<file path="config.mk">
export PLATFORM = sky130hd
export DESIGN_NAME = read_port_arbiter
export DESIGN_NICKNAME = d
export VERILOG_FILES = /design/src/rtl/read_port_arbiter.sv
export SDC_FILE = /design/constraint.sdc
export NUM_CORES = 1
export LEC_CHECK = 0
export CAP_MARGIN = 40
export CORE_ASPECT_RATIO = 0.75
export CORE_UTILIZATION = 49
export CTS_CLUSTER_SIZE = 24
export DETAILED_ROUTE_END_ITERATION = 8
export PLACE_DENSITY = 0.81
export SLEW_MARGIN = 10
export SYNTH_ARGS = -nofsm -noshare
export SYNTH_HDL_FRONTEND = slang
export SYNTH_SLANG_ARGS = --single-unit
</file>
<file path="constraint.sdc">
create_clock -name clk_read -period 5 [get_ports clk_read]
set_input_delay 1 -clock clk_read [delete_from_list [all_inputs] [get_ports clk_read]]
set_output_delay 1 -clock clk_read [all_outputs]
set_load 0.01 [all_outputs]
</file>
<file path="src/rtl/read_port_arbiter.sv">
// read_port_arbiter
// Round-robin arbiter that shares one FIFO read port among NUM_REQ requesters.
// A grant lasts for up to BURST_MAX reads. It ends early when the granted
// requester drops req or the FIFO runs empty. Every grant is followed by one
// idle cycle. Read data is returned to the granted requester one cycle after
// each read, along with a one-hot rvalid strobe.
// Optional feature: define RD_ARB_STATS_EN to add the saturating 16-bit
// rd_count output, which counts all FIFO reads since reset.
module read_port_arbiter #(
  parameter int NUM_REQ    = 4,
  parameter int BURST_MAX  = 4,
  parameter int DATA_WIDTH = 8
) (
  input  logic                  clk_read,
  input  logic                  reset_n,
  input  logic [NUM_REQ-1:0]    req,
  input  logic                  fifo_empty,
  input  logic [DATA_WIDTH-1:0] fifo_rdata,
  output logic                  fifo_req_read,
  output logic [NUM_REQ-1:0]    grant,
  output logic [NUM_REQ-1:0]    rvalid,
  output logic [DATA_WIDTH-1:0] rdata,
`ifdef RD_ARB_STATS_EN
  output logic [15:0]           rd_count,
`endif
  output logic                  busy
);

  localparam int                 IDXW      = $clog2(NUM_REQ);
  localparam logic [3:0]         LAST_READ = 4'(BURST_MAX - 1);
  localparam logic [IDXW-1:0]    RST_IDX   = IDXW'(NUM_REQ - 1);
  localparam logic [NUM_REQ-1:0] ONE_HOT0  = {{(NUM_REQ-1){1'b0}}, 1'b1};

  typedef enum logic [0:0] {
    IDLE  = 1'b0,
    BURST = 1'b1
  } state_e;

  state_e              state_q, state_d;
  logic [NUM_REQ-1:0]  grant_q, grant_d;
  logic [NUM_REQ-1:0]  rvalid_q, rvalid_d;
  logic [IDXW-1:0]     last_idx_q, last_idx_d;
  logic [3:0]          burst_cnt_q, burst_cnt_d;
  logic [IDXW-1:0]     sel_s;
  logic                rd_s;

  // Find the first asserted request, searching upward from last+1 and
  // wrapping past NUM_REQ-1 back to 0.
  function automatic logic [IDXW-1:0] rr_pick(input logic [IDXW-1:0] last,
                                              input logic [NUM_REQ-1:0] r);
    logic [IDXW-1:0] pick;
    logic [IDXW-1:0] ci;
    logic            found;
    int              cand;
    pick  = last;
    found = 1'b0;
    for (int i = 1; i <= NUM_REQ; i++) begin
      cand = (int'(last) + i) % NUM_REQ;
      ci   = IDXW'(cand);
      if (!found && r[ci]) begin
        found = 1'b1;
        pick  = ci;
      end else begin
        found = found;
      end
    end
    return pick;
  endfunction

  // Next-state logic: arbitration in IDLE, read issue and burst termination in BURST.
  always_comb begin
    state_d     = state_q;
    grant_d     = grant_q;
    last_idx_d  = last_idx_q;
    burst_cnt_d = burst_cnt_q;
    rvalid_d    = '0;
    rd_s        = 1'b0;
    sel_s       = rr_pick(last_idx_q, req);
    case (state_q)
      IDLE: begin
        if ((|req) && !fifo_empty) begin
          state_d     = BURST;
          grant_d     = ONE_HOT0 << sel_s;
          last_idx_d  = sel_s;
          burst_cnt_d = 4'd0;
        end else begin
          state_d = IDLE;
          grant_d = '0;
        end
      end
      BURST: begin
        rd_s = req[last_idx_q] & ~fifo_empty;
        if (rd_s) begin
          burst_cnt_d = burst_cnt_q + 4'd1;
          rvalid_d    = ONE_HOT0 << last_idx_q;
        end else begin
          burst_cnt_d = burst_cnt_q;
        end
        if ((rd_s && (burst_cnt_q == LAST_READ)) || !req[last_idx_q] || fifo_empty) begin
          state_d = IDLE;
          grant_d = '0;
        end else begin
          state_d = BURST;
        end
      end
      default: begin
        state_d = IDLE;
        grant_d = '0;
      end
    endcase
  end

  // State and output registers; reset drops any pending rvalid.
  always_ff @(posedge clk_read or negedge reset_n) begin
    if (!reset_n) begin
      state_q     <= IDLE;
      grant_q     <= '0;
      rvalid_q    <= '0;
      last_idx_q  <= RST_IDX;
      burst_cnt_q <= 4'd0;
    end else begin
      state_q     <= state_d;
      grant_q     <= grant_d;
      rvalid_q    <= rvalid_d;
      last_idx_q  <= last_idx_d;
      burst_cnt_q <= burst_cnt_d;
    end
  end

  assign fifo_req_read = rd_s;
  assign grant         = grant_q;
  assign rvalid        = rvalid_q;
  assign rdata         = fifo_rdata;
  assign busy          = (state_q == BURST);

`ifdef RD_ARB_STATS_EN
  logic [15:0] rd_count_q, rd_count_d;

  // Count reads, holding at all-ones instead of wrapping.
  always_comb begin
    if (rd_s && (rd_count_q != 16'hFFFF)) begin
      rd_count_d = rd_count_q + 16'd1;
    end else begin
      rd_count_d = rd_count_q;
    end
  end

  // Read-count register.
  always_ff @(posedge clk_read or negedge reset_n) begin
    if (!reset_n) begin
      rd_count_q <= 16'd0;
    end else begin
      rd_count_q <= rd_count_d;
    end
  end

  assign rd_count = rd_count_q;
`endif

endmodule

</file>
Word-level counts from Yosys, hierarchy flattened

Index checks and enable logic that the tools add are counted.
Widths: inputs -> output; s select.

Multiplexer cells: 29
Bitwise logic cells: 3
Magnitude comparators: 5
$add $sub $neg: 5
Reductions and logical operators: 15
Shift-type cells: 2
Eq/ne operators: 4

Operator list:

| operator            | number |
|---|---|
| $mux 4              | 6 |
| $pmux 4 s2          | 2 |
| $lt 2x3->1 const B  | 5 |
| $mux 1              | 11 |
| $bmux 1 s2          | 5 |
| $mux 2              | 4 |
| $shl 1x2->4 const A | 2 |
| $logic_and 1x1->1   | 5 |
| $logic_not 1->1     | 5 |
| $add 2x1->2 const B | 2 |
| $add 2x2->2 const B | 2 |
| $add 4x1->4 const B | 1 |
| $eq 4x2->1 const B  | 1 |
| $ne 2x1->1 const B  | 2 |
| $reduce_and 2->1    | 2 |
| $reduce_or 4->1     | 1 |
| $logic_or 1x1->1    | 2 |
| $ne 2x2->1 const B  | 1 |
| $not 1->1           | 2 |
| $pmux 1 s2          | 1 |
| $and 1x1->1         | 1 |

Register bits after elaboration: 15
Output and inout bits: 18
Bits of input ports: 15
Word-level logic and storage cells: 68

Longest topological paths before layout

Word-level depth: 16
Gate-level depth with buffers: 9
Depth with buffers taken out: 8

Least setup slack after synthesis

OpenSTA, ideal clock, no wires.

Path kind: input to output
Start: input req[2]
End: output fifo_req_read
Stages on the path: 3
Data arrival time: 1844 ps
Path slack: 2156 ps
Data required time: 4000 ps
Path buffers: 1
Cell sequence: mux4_1 > and3b_1 > buf_6

Word-level cells in the longest chain between the ends: 4

RTL lines:

| item                         | line | RTL |
|---|---|---|
| start: declaration           | 16   | `input logic [NUM_REQ-1:0] req,` |
| $bmux 1 s2                   | 92   | `rd_s = req[last_idx_q] & ~fifo_empty;` |
| $mux 1 (implied by the code) | 92   |  |
| $and 1x1->1                  | 92   |  |
| $mux 1                       | 79   | `case (state_q)` |
| end: declaration             | 19   | `output logic fifo_req_read,` |

No other way between the ends. The select of a mux whose other input is x is not followed.

Final worst setup path

Same ends and word-level chain as after synthesis.

==> impl_metrics.json <==
{
  "path_class": "in -> out",
  "hold_path.class": "reg -> reg",
  "max_freq_mhz": 248,
  "die_area_um2": 2310,
  "yosys.area.top_type": "dfrtp_1",
  "yosysUniqueCellTypes": 39,
  "grt_overflow_total": 0,
  "hold-path-cell-count": 2,
  "drv_slew": 0,
  "clk_pin_slew_ps": 90,
  "setup_viol": 0,
  "finalCritPeriodShare_pct": 80.6,
  "stdcell_area_um2": 1170,
  "dieHeight_um": 41.9,
  "core-area_um2": 2000,
  "rr_endpoint": "grant[0]",
  "clk_latency_ps": 290,
  "io_pins": 33,
  "seq_area_frac_synth_pct": 36.3,
  "outcome": "finished, final reports clean",
  "dp_worst_setup_slack_ps": 986,
  "fin_tns_setup_ps": 0,
  "synthDominantCellAreaShare_pct": 31.3,
  "clock_power_share_pct": 10.1,
  "post_synth_main_area_contributors": "dfrtp_1 31%, ha_1 6.0%, buf_4 5.8%, a221oi_4 5.0%, dfstp_2 5.0%",
  "grt_usage_pct": 18.4,
  "fin_skew_ps": 11.2,
  "crit_chain": "clkdlybuf4s50_1, mux4_1, and3b_1, clkdlybuf4s50_1",
  "clkSinkCount": 15,
  "slew-limit-headroom_pct": 54.1,
  "synth_flop_cell": "dfrtp_1",
  "routed_wirelength_um": 1900,
  "dp_hpwl_um": 1450,
  "final_cell_mix": "16 x clkdlybuf4s50_1, 13 x dfrtp_1, 12 x nand2_1",
  "tightest_slew_ps": 683,
  "diodes": 0,
  "min_from": "grant[2]",
  "maxCapViolCount": 0,
  "ctsHtreeMaxLevel": 1,
  "final_nets": 126,
  "cp_data_arrival_time_ps": 3030,
  "dr.pass1.iters": 4,
  "timing.reg2reg.setup_slack_ps": 1960,
  "start_util_pct": 52.1,
  "cts-root-buf": "clkbuf_4",
  "num_rows": 14,
  "dieWidth_um": 55.2,
  "p_leak_nw": 0.526,
  "cts_resized": 0,
  "start_kind": "primary input",
  "seqPwrFrac_pct": 30.9,
  "grt_pass1_vias": 720,
  "drt_iter0_drc": 20,
  "drc": 0,
  "antenna_left": 0,
  "routedWlPerCell_um": 14.7,
  "min_period_ps": 4030,
  "path_max_fanout": 11,
  "yosysWarnings": 0,
  "cts_buffers": 3,
  "cts_tree": "yes",
  "synth_edf_count": 0,
  "synth_area_um2": 1040,
  "rr_worst_depth": 8,
  "gp_congestion": 0.837,
  "crit_top_cell": "clkdlybuf4s50_1",
  "placedInstanceArea_um2": 1140,
  "drive_gt1_share_pct": 17.1,
  "peakVddDrop_mv": 0.326,
  "hold_buffers": 0,
  "synthCells": 97,
  "grt_max_degree": 16,
  "rsz0062_at_grt": "false",
  "synthToLayoutAreaGrowth_pct": 12.1,
  "fillers": 178,
  "combPwrFrac_pct": 58.9,
  "async_reset_ff_share_pct": 100,
  "grt_first_pass_wirelength_um": 3270,
  "clk_path_buf_depth": 2,
  "viasPerCell": 5.84,
  "place_inst": 125,
  "ys_ff_latch": 15,
  "hold_viol_final": 0,
  "antenna_found_initial": 0,
  "sw_frac_of_total_pct": 43.6,
  "endpoint_kind": "output port",
  "cts_setup_buffers": 0,
  "internal_power_uw": 378,
  "switchingPower_uw": 293,
  "fin_ws_ps": 970,
  "r2r-start": "last_idx_q[0]",
  "syn_avg_cell_area_um2": 10.7,
  "cp_slowest_cell": "mux4_1",
  "holdPathEnd": "grant[2]",
  "path_buf_inv": 2,
  "max_stage_delay_ps": 630,
  "cp_top_family": "buffers and inverters",
  "layout_commonest_cell": "clkdlybuf4s50_1",
  "io_buffers": 16,
  "syn_nets": 117,
  "vias": 753,
  "final_cells": 129,
  "powerDensity_nw_per_um2": 575,
  "worstPathRequired_ps": 4000
}
## area by class of cell
| class | instances | area (µm²) | share of cell area (%) |
|---|---|---|---|
| Multi-Input combinational cell | 65 | 553 | 47.4 |
| Clock buffer | 3 | 22.5 | 1.93 |
| Clock inverter | 1 | 5.00 | 0.429 |
| Timing Repair Buffer | 16 | 160 | 13.7 |
| Tap cell | 24 | 30.0 | 2.57 |
| Inverter | 5 | 18.8 | 1.61 |
| Sequential cell | 15 | 378 | 32.4 |
## layer usage
layer / track usage, % / wire length (µm)
met1: 24.4 / 873
met2: 28.7 / 883
met3: 7.17 / 122
met4: 4.00 / 17
met5: 0 / 0
## worst min-delay path: stages, from the launching register on
cell,delay [ps]
dfrtp_1,360
nand2_1,50
o31ai_1,60
## how the worst max path moves through the flow
stage | to | cells after the start | start
floorplan | fifo_req_read | 3 | req[2]
global placement | fifo_req_read | 4 | req[2]
detailed placement | fifo_req_read | 4 | req[2]
CTS | fifo_req_read | 4 | req[2]
global route | fifo_req_read | 4 | req[2]
finish | fifo_req_read | 4 | req[2]
## flip-flops by register name, indices dropped and copies added (netlist names)
signal / cells
burst_cnt_q: 4
busy: 1
last_idx_q: 2
rvalid: 4
grant: 4
## cells by family (layout without fill, tap and decap cells)
group / Yosys count / in the layout / synth area share (%)
buffers and inverters: 17 / 25 / 10.6
flip-flops: 15 / 15 / 36.3
adder cells (fa/ha/maj): 5 / 5 / 6.01
multiplexers: 9 / 9 / 11.7
AND/OR/NAND/NOR: 29 / 29 / 13.3
XOR/XNOR: 2 / 2 / 1.68
AO/OA/AOI/OAI: 20 / 20 / 20.4
## through the flow
stage	hold slack, ps	total power [mW]	util (%)
3_3_place_gp	474	0.597	57.1
2_1_floorplan	465	0.523	-
3_5_place_dp	476	0.607	57.1
4_1_cts	500	0.676	58.5
5_1_grt	529	0.728	58.5
6_report	495	0.671	58.5
## cell usage after synthesis (2+ instances only)
| master | instances |
|---|---|
| dfrtp_1 | 13 |
| nand2_1 | 12 |
| buf_4 | 8 |
| ha_1 | 5 |
| nor2_1 | 5 |
| and2_1 | 4 |
| inv_1 | 4 |
| mux2i_1 | 4 |
| o21ai_0 | 3 |
| a221oi_4 | 2 |
| a32o_1 | 2 |
| buf_6 | 2 |
| dfstp_2 | 2 |
| mux2_4 | 2 |
| o211a_1 | 2 |
| o211ai_1 | 2 |
| o31ai_1 | 2 |
| xor2_1 | 2 |
## power groups by stage
stage | combinational (mW) | sequential [mW] | clock (mW)
after floorplan | 0.327 | 0.197 | 0
after global placement | 0.390 | 0.208 | 0
after detailed placement | 0.397 | 0.210 | 0
after CTS | 0.397 | 0.208 | 0.0710
after global routing | 0.436 | 0.214 | 0.0780
final | 0.395 | 0.208 | 0.0681
Note: power is estimated with default switching activity, not from simulation.
